==> config.mk <==
export PLATFORM = sky130hd
export DESIGN_NAME = byte_bus_sequencer
export DESIGN_NICKNAME = d
export VERILOG_FILES = /design/src/rtl/byte_bus_sequencer.sv
export SDC_FILE = /design/constraint.sdc
export NUM_CORES = 1
export LEC_CHECK = 0
export CORE_MARGIN = 4
export CORE_UTILIZATION = 25
export DETAILED_ROUTE_END_ITERATION = 8
export DONT_BUFFER_PORTS = 1
export PLACE_DENSITY = 0.49
export SETUP_SLACK_MARGIN = 0.4
export SYNTH_ARGS = -nofsm -noshare
export SYNTH_HDL_FRONTEND = slang
export SYNTH_SLANG_ARGS = --single-unit
==> constraint.sdc <==
create_clock -name clock -period 5.25 [get_ports clock]
set_input_delay 0.525 -clock clock [delete_from_list [all_inputs] [get_ports clock]]
set_output_delay 0.525 -clock clock [all_outputs]
set_load 0.01 [all_outputs]
==> src/rtl/byte_bus_sequencer.sv <==
// rtl/byte_bus_sequencer.sv - sequences 32-bit CPU loads/stores into byte beats on an 8-bit bus
`timescale 1ns/1ps
module byte_bus_sequencer #(
  parameter int BUS_ADDRESS_WIDTH = 8
) (
  input  logic                         clock,
  input  logic                         reset,
  input  logic                         request,
  input  logic                         write,
  input  logic [1:0]                   size,
  input  logic                         load_unsigned,
  input  logic [BUS_ADDRESS_WIDTH-1:0] address,
  input  logic [31:0]                  write_data,
  output logic [31:0]                  read_data,
  output logic                         busy,
  output logic                         done,
  output logic [BUS_ADDRESS_WIDTH-1:0] bus_address,
  output logic                         bus_write_enable,
  output logic [7:0]                   bus_write_data,
  input  logic [7:0]                   bus_read_data,
  input  logic                         bus_ready
);

  typedef enum logic [1:0] {IDLE, TRANSFER, DONE} state_t;

  state_t                         state_q, state_d;
  logic [1:0]                     beat_q;
  logic                           write_q;
  logic [1:0]                     size_q;
  logic                           unsigned_q;
  logic [BUS_ADDRESS_WIDTH-1:0]   address_q;
  logic [31:0]                    data_q;
  logic [31:0]                    assembly_q;
  logic [1:0]                     last_beat;
  logic [31:0]                    load_result;

  // Index of the final beat: byte=0, halfword=1, word (size 2 or 3)=3.
  always_comb begin
    last_beat = 2'd3;
    if (size_q == 2'd0)      last_beat = 2'd0;
    else if (size_q == 2'd1) last_beat = 2'd1;
  end

  // Extend the assembled lanes to 32 bits according to size and signedness.
  always_comb begin
    load_result = assembly_q;
    if (size_q == 2'd0)
      load_result = {{24{~unsigned_q & assembly_q[7]}}, assembly_q[7:0]};
    else if (size_q == 2'd1)
      load_result = {{16{~unsigned_q & assembly_q[15]}}, assembly_q[15:0]};
  end

  // State register; reset aborts any access in flight.
  always_ff @(posedge clock or posedge reset) begin
    if (reset) state_q <= IDLE;
    else       state_q <= state_d;
  end

  // Next state and all outputs; everything is a function of registered state.
  always_comb begin
    state_d          = state_q;
    busy             = 1'b0;
    done             = 1'b0;
    read_data        = 32'd0;
    bus_address      = '0;
    bus_write_enable = 1'b0;
    bus_write_data   = 8'd0;
    case (state_q)
      IDLE: begin
        if (request) state_d = TRANSFER;
      end
      TRANSFER: begin
        busy             = 1'b1;
        bus_address      = address_q + BUS_ADDRESS_WIDTH'(beat_q);
        bus_write_enable = write_q;
        bus_write_data   = write_q ? data_q[{beat_q, 3'b000} +: 8] : 8'd0;
        if (bus_ready && beat_q == last_beat) state_d = DONE;
      end
      DONE: begin
        busy      = 1'b1;
        done      = 1'b1;
        read_data = write_q ? 32'd0 : load_result;
        state_d   = IDLE;
      end
      default: state_d = IDLE;
    endcase
  end

  // Access latch, beat counter and load assembly register.
  always_ff @(posedge clock or posedge reset) begin
    if (reset) begin
      beat_q     <= 2'd0;
      write_q    <= 1'b0;
      size_q     <= 2'd0;
      unsigned_q <= 1'b0;
      address_q  <= '0;
      data_q     <= 32'd0;
      assembly_q <= 32'd0;
    end else if (state_q == IDLE && request) begin
      beat_q     <= 2'd0;
      write_q    <= write;
      size_q     <= size;
      unsigned_q <= load_unsigned;
      address_q  <= address;
      data_q     <= write_data;
      assembly_q <= 32'd0;
    end else if (state_q == TRANSFER && bus_ready) begin
      if (!write_q) assembly_q[{beat_q, 3'b000} +: 8] <= bus_read_data;
      beat_q <= beat_q + 2'd1;
    end
  end

endmodule

==> results.py <==
metrics = {
    "global_route": {
        "antenna_found_initial": 1,
        "grt_pass1_wl_mm": 18.7,
        "met1_usage_pct": 16.0,
        "gr-usage-all-layers_pct": 12.1,
        "grt_max_degree": 81,
        "grtUsageMet3_pct": 5.63,
        "grt.busiest_layer": "met2",
        "grt_pass1_vias": 3279,
        "grt_use_met2_pct": 18.3,
        "grt_overflow_total": 0,
    },
    "sta": {
        "fmax_mhz": 321,
        "rsz0062_at_grt": "false",
        "worst_slew_pin_slew_ns": 1.03,
        "drv_slew": 0,
        "slew-limit-headroom_pct": 31.5,
        "setup_viol": 0,
        "finalCriticalPeriod_ns": 3.12,
        "tns_ns": 0,
        "fin_skew_ns": 0.00767,
        "period_share_pct": 59.4,
        "hold_violations": 0,
    },
    "worst_setup_path": {
        "worstSetupPathType": "reg2out",
        "cp.arrival_ns": 2.59,
        "slowest_stage": "dfrtp_1",
        "max_stage_delay_ns": 0.99,
        "cp_num_buf_inv": 0,
        "crit_start": "beat_q[0]",
        "worst-path-max-fanout": 25,
        "cp.depth": 5,
        "start_kind": "flop",
        "r2r_end": "assembly_q[26]",
        "worstPathRequired_ns": 4.72,
        "reg2regPathDepth": 4,
        "worstReg2RegStart": "beat_q[0]",
        "path_cells": "ha_1 -> fa_1 -> nand2_1 -> or3_1 -> a21oi_1",
        "cp-end-kind": "output pin",
        "path_delay_family": "flip-flops",
        "r2r_setup_slack_ns": 2.54,
        "crit_end": "bus_address[6]",
    },
    "floorplanning": {
        "die_h_um": 139,
        "pin_count": 107,
        "dieArea_mm2": 0.0195,
        "die_w_um": 139,
        "core_area_mm2": 0.0168,
        "row_count": 47,
        "start_util_pct": 25.8,
    },
    "synthesis": {
        "synth-compound-area-share_pct": 10.4,
        "synth.mux.area_fraction_pct": 7.18,
        "syn_area_mm2": 0.00432,
        "ys_seq_area_share_pct": 46.3,
        "ys_types": 39,
        "synth-seq-cells": 80,
        "async_flop_share_pct": 100,
        "synthesis.nets": 535,
        "synth_edf_count": 0,
        "synth_top_family_by_area": "simple AND/OR/NAND/NOR gates",
        "synth.area.top_cells": "dfrtp_1 (46%), nand2_1 (12%), mux4_2 (4.2%), and3_1 (3.5%), ha_1 (3.5%)",
        "synth_area_per_cell_um2": 9.27,
        "yosysWarnings": 0,
        "synth_most_common_cell": "nand2_1",
        "synthCells": 466,
        "synth_xor_area_share_pct": 0.608,
        "synthAdderAreaFrac_pct": 3.94,
        "synth_common_cells": "nand2_1 (134), dfrtp_1 (80), inv_1 (33)",
        "synthSimpleGateAreaFrac_pct": 25.3,
        "synth_top_area_cell": "dfrtp_1",
        "synth_top_area_share_pct": 46.3,
        "synth_flop_cell": "dfrtp_1",
    },
    "route": {
        "drtIter0Drc": 146,
        "wl_mm": 11.7,
        "wl_per_cell_um": 17.3,
        "vias": 3264,
        "drc_errors": 0,
        "ant_nets": 0,
        "dr.pass1.iters": 4,
        "vias_per_cell": 4.82,
    },
    "cts": {
        "clk_pin_slew_worst_paths_ns": 0.06,
        "cts_sinks": 80,
        "cts_hold_buf": 0,
        "cts_tree": "done",
        "cts_made_buffers": 9,
        "clk_latency_ns": 0.33,
        "cts-resized-gates": 0,
        "h-tree-depth": 3,
        "cts_buffer_depth": 2,
        "post-cts-setup-buffer-count": 0,
        "cts-root-buf": "clkbuf_16",
    },
    "power": {
        "cellPowerDensity_mw_per_mm2": 529,
        "total_leakage_power_nw": 2.28,
        "ir_worst_vdd_v": 0.000211,
    },
    "placement": {
        "gp_congestion": 0.786,
        "dp_hpwl_mm": 8.43,
        "place_inst": 661,
        "port_buffers": 0,
    },
    "layout": {
        "antennaDiodeCount": 0,
        "flow.area_growth_from_synthesis_pct": 10.8,
        "final_nets": 521,
        "final_cells": 677,
        "drive_above_1_share_pct": 8.97,
    },
    "run": {
        "cap_violations": 0,
    },
    "outcome": {
        "status": "finished, final reports clean",
    },
    "hold_path": {
        "hp-class": "in2reg",
        "hp-start": "write_data[13]",
    },
}
## metal layers
layer | vias up | wire [um]
met3 | 12 | 1150
met4 | 2 | 92
li1 | 1537 | -
met1 | 1603 | 5250
met2 | 110 | 5170
met5 | - | 20
## layout by cell type, fill, tap and decap left out, types with 2 or more instances in the layout
cell type	instances
nand2_1	133
dfrtp_1	80
inv_1	32
nand3_1	24
and3_1	24
a21oi_1	22
o31ai_1	17
and2_1	13
ha_1	12
clkbuf_16	9
a22o_1	8
mux2_4	8
o21a_1	8
mux4_2	8
o21ai_0	7
nand2b_1	6
nor2_1	4
nor2b_1	4
nand4b_1	4
clkbuf_1	3
xnor2_1	2
or4_1	2
o2111ai_1	2
or3_1	2
clkinv_2	2
nand4b_2	2
bufinv_16	2
buf_4	2
## report_power, final
part,total [mW],switching [mW],internal [mW]
clock network,0.674,0.244,0.429
registers,1.01,0.197,0.809
logic,0.854,0.527,0.327
## state kept, by name, summed over array words and instances (netlist names)
register and count:
write_q 1, beat_q 2, assembly_q 32, address_q 8, size_q 2, unsigned_q 1, state_q 2, data_q 32
## area by class of cell
type,count,area (um2)
fillers,1798,12000
multi-input cells,326,2050
flip-flops and latches,80,2000
well taps,220,275
clock buffers,13,250
inverters,33,125
clock inverters,3,65.1
repair buffers,2,15.0
## worst min-delay path by stage
stage	end	slack, ns	cells past startpoint
after floorplan	data_q[13]	0.44	2
after global placement	data_q[8]	0.46	2
after detailed placement	data_q[25]	0.46	2
after CTS	data_q[27]	0.28	2
after global routing	data_q[27]	0.29	2
final	data_q[13]	0.29	2
## cell families after synthesis
group                    count (synthesis)
AND/OR/NAND/NOR                        226
adder cells (fa/ha/maj)                 13
multiplexers                            17
AO/OA/AOI/OAI                           67
XOR/XNOR                                 3
buffers and inverters                   60
flip-flops                              80
## worst reg2reg max path, cell delays in order (launching register included)
cell and delay (ns):
dfrtp_1 0.99, inv_1 0.30, ha_1 0.53, nand4b_1 0.45, o31ai_1 0.35
## stage by stage
stage	power [mW]	util [%]	instance area (um2)	hold slack, ns	worst slack, ns
floorplan	1.69	-	4320	0.440	2.67
global placement	1.85	26.7	4470	0.455	2.48
global route	2.72	28.6	4790	0.290	1.91
CTS	2.58	28.6	4790	0.283	2.06
detailed placement	1.89	26.7	4470	0.461	2.44
finish	2.53	28.6	4790	0.294	2.13
Power figures use the tool's default switching activity.
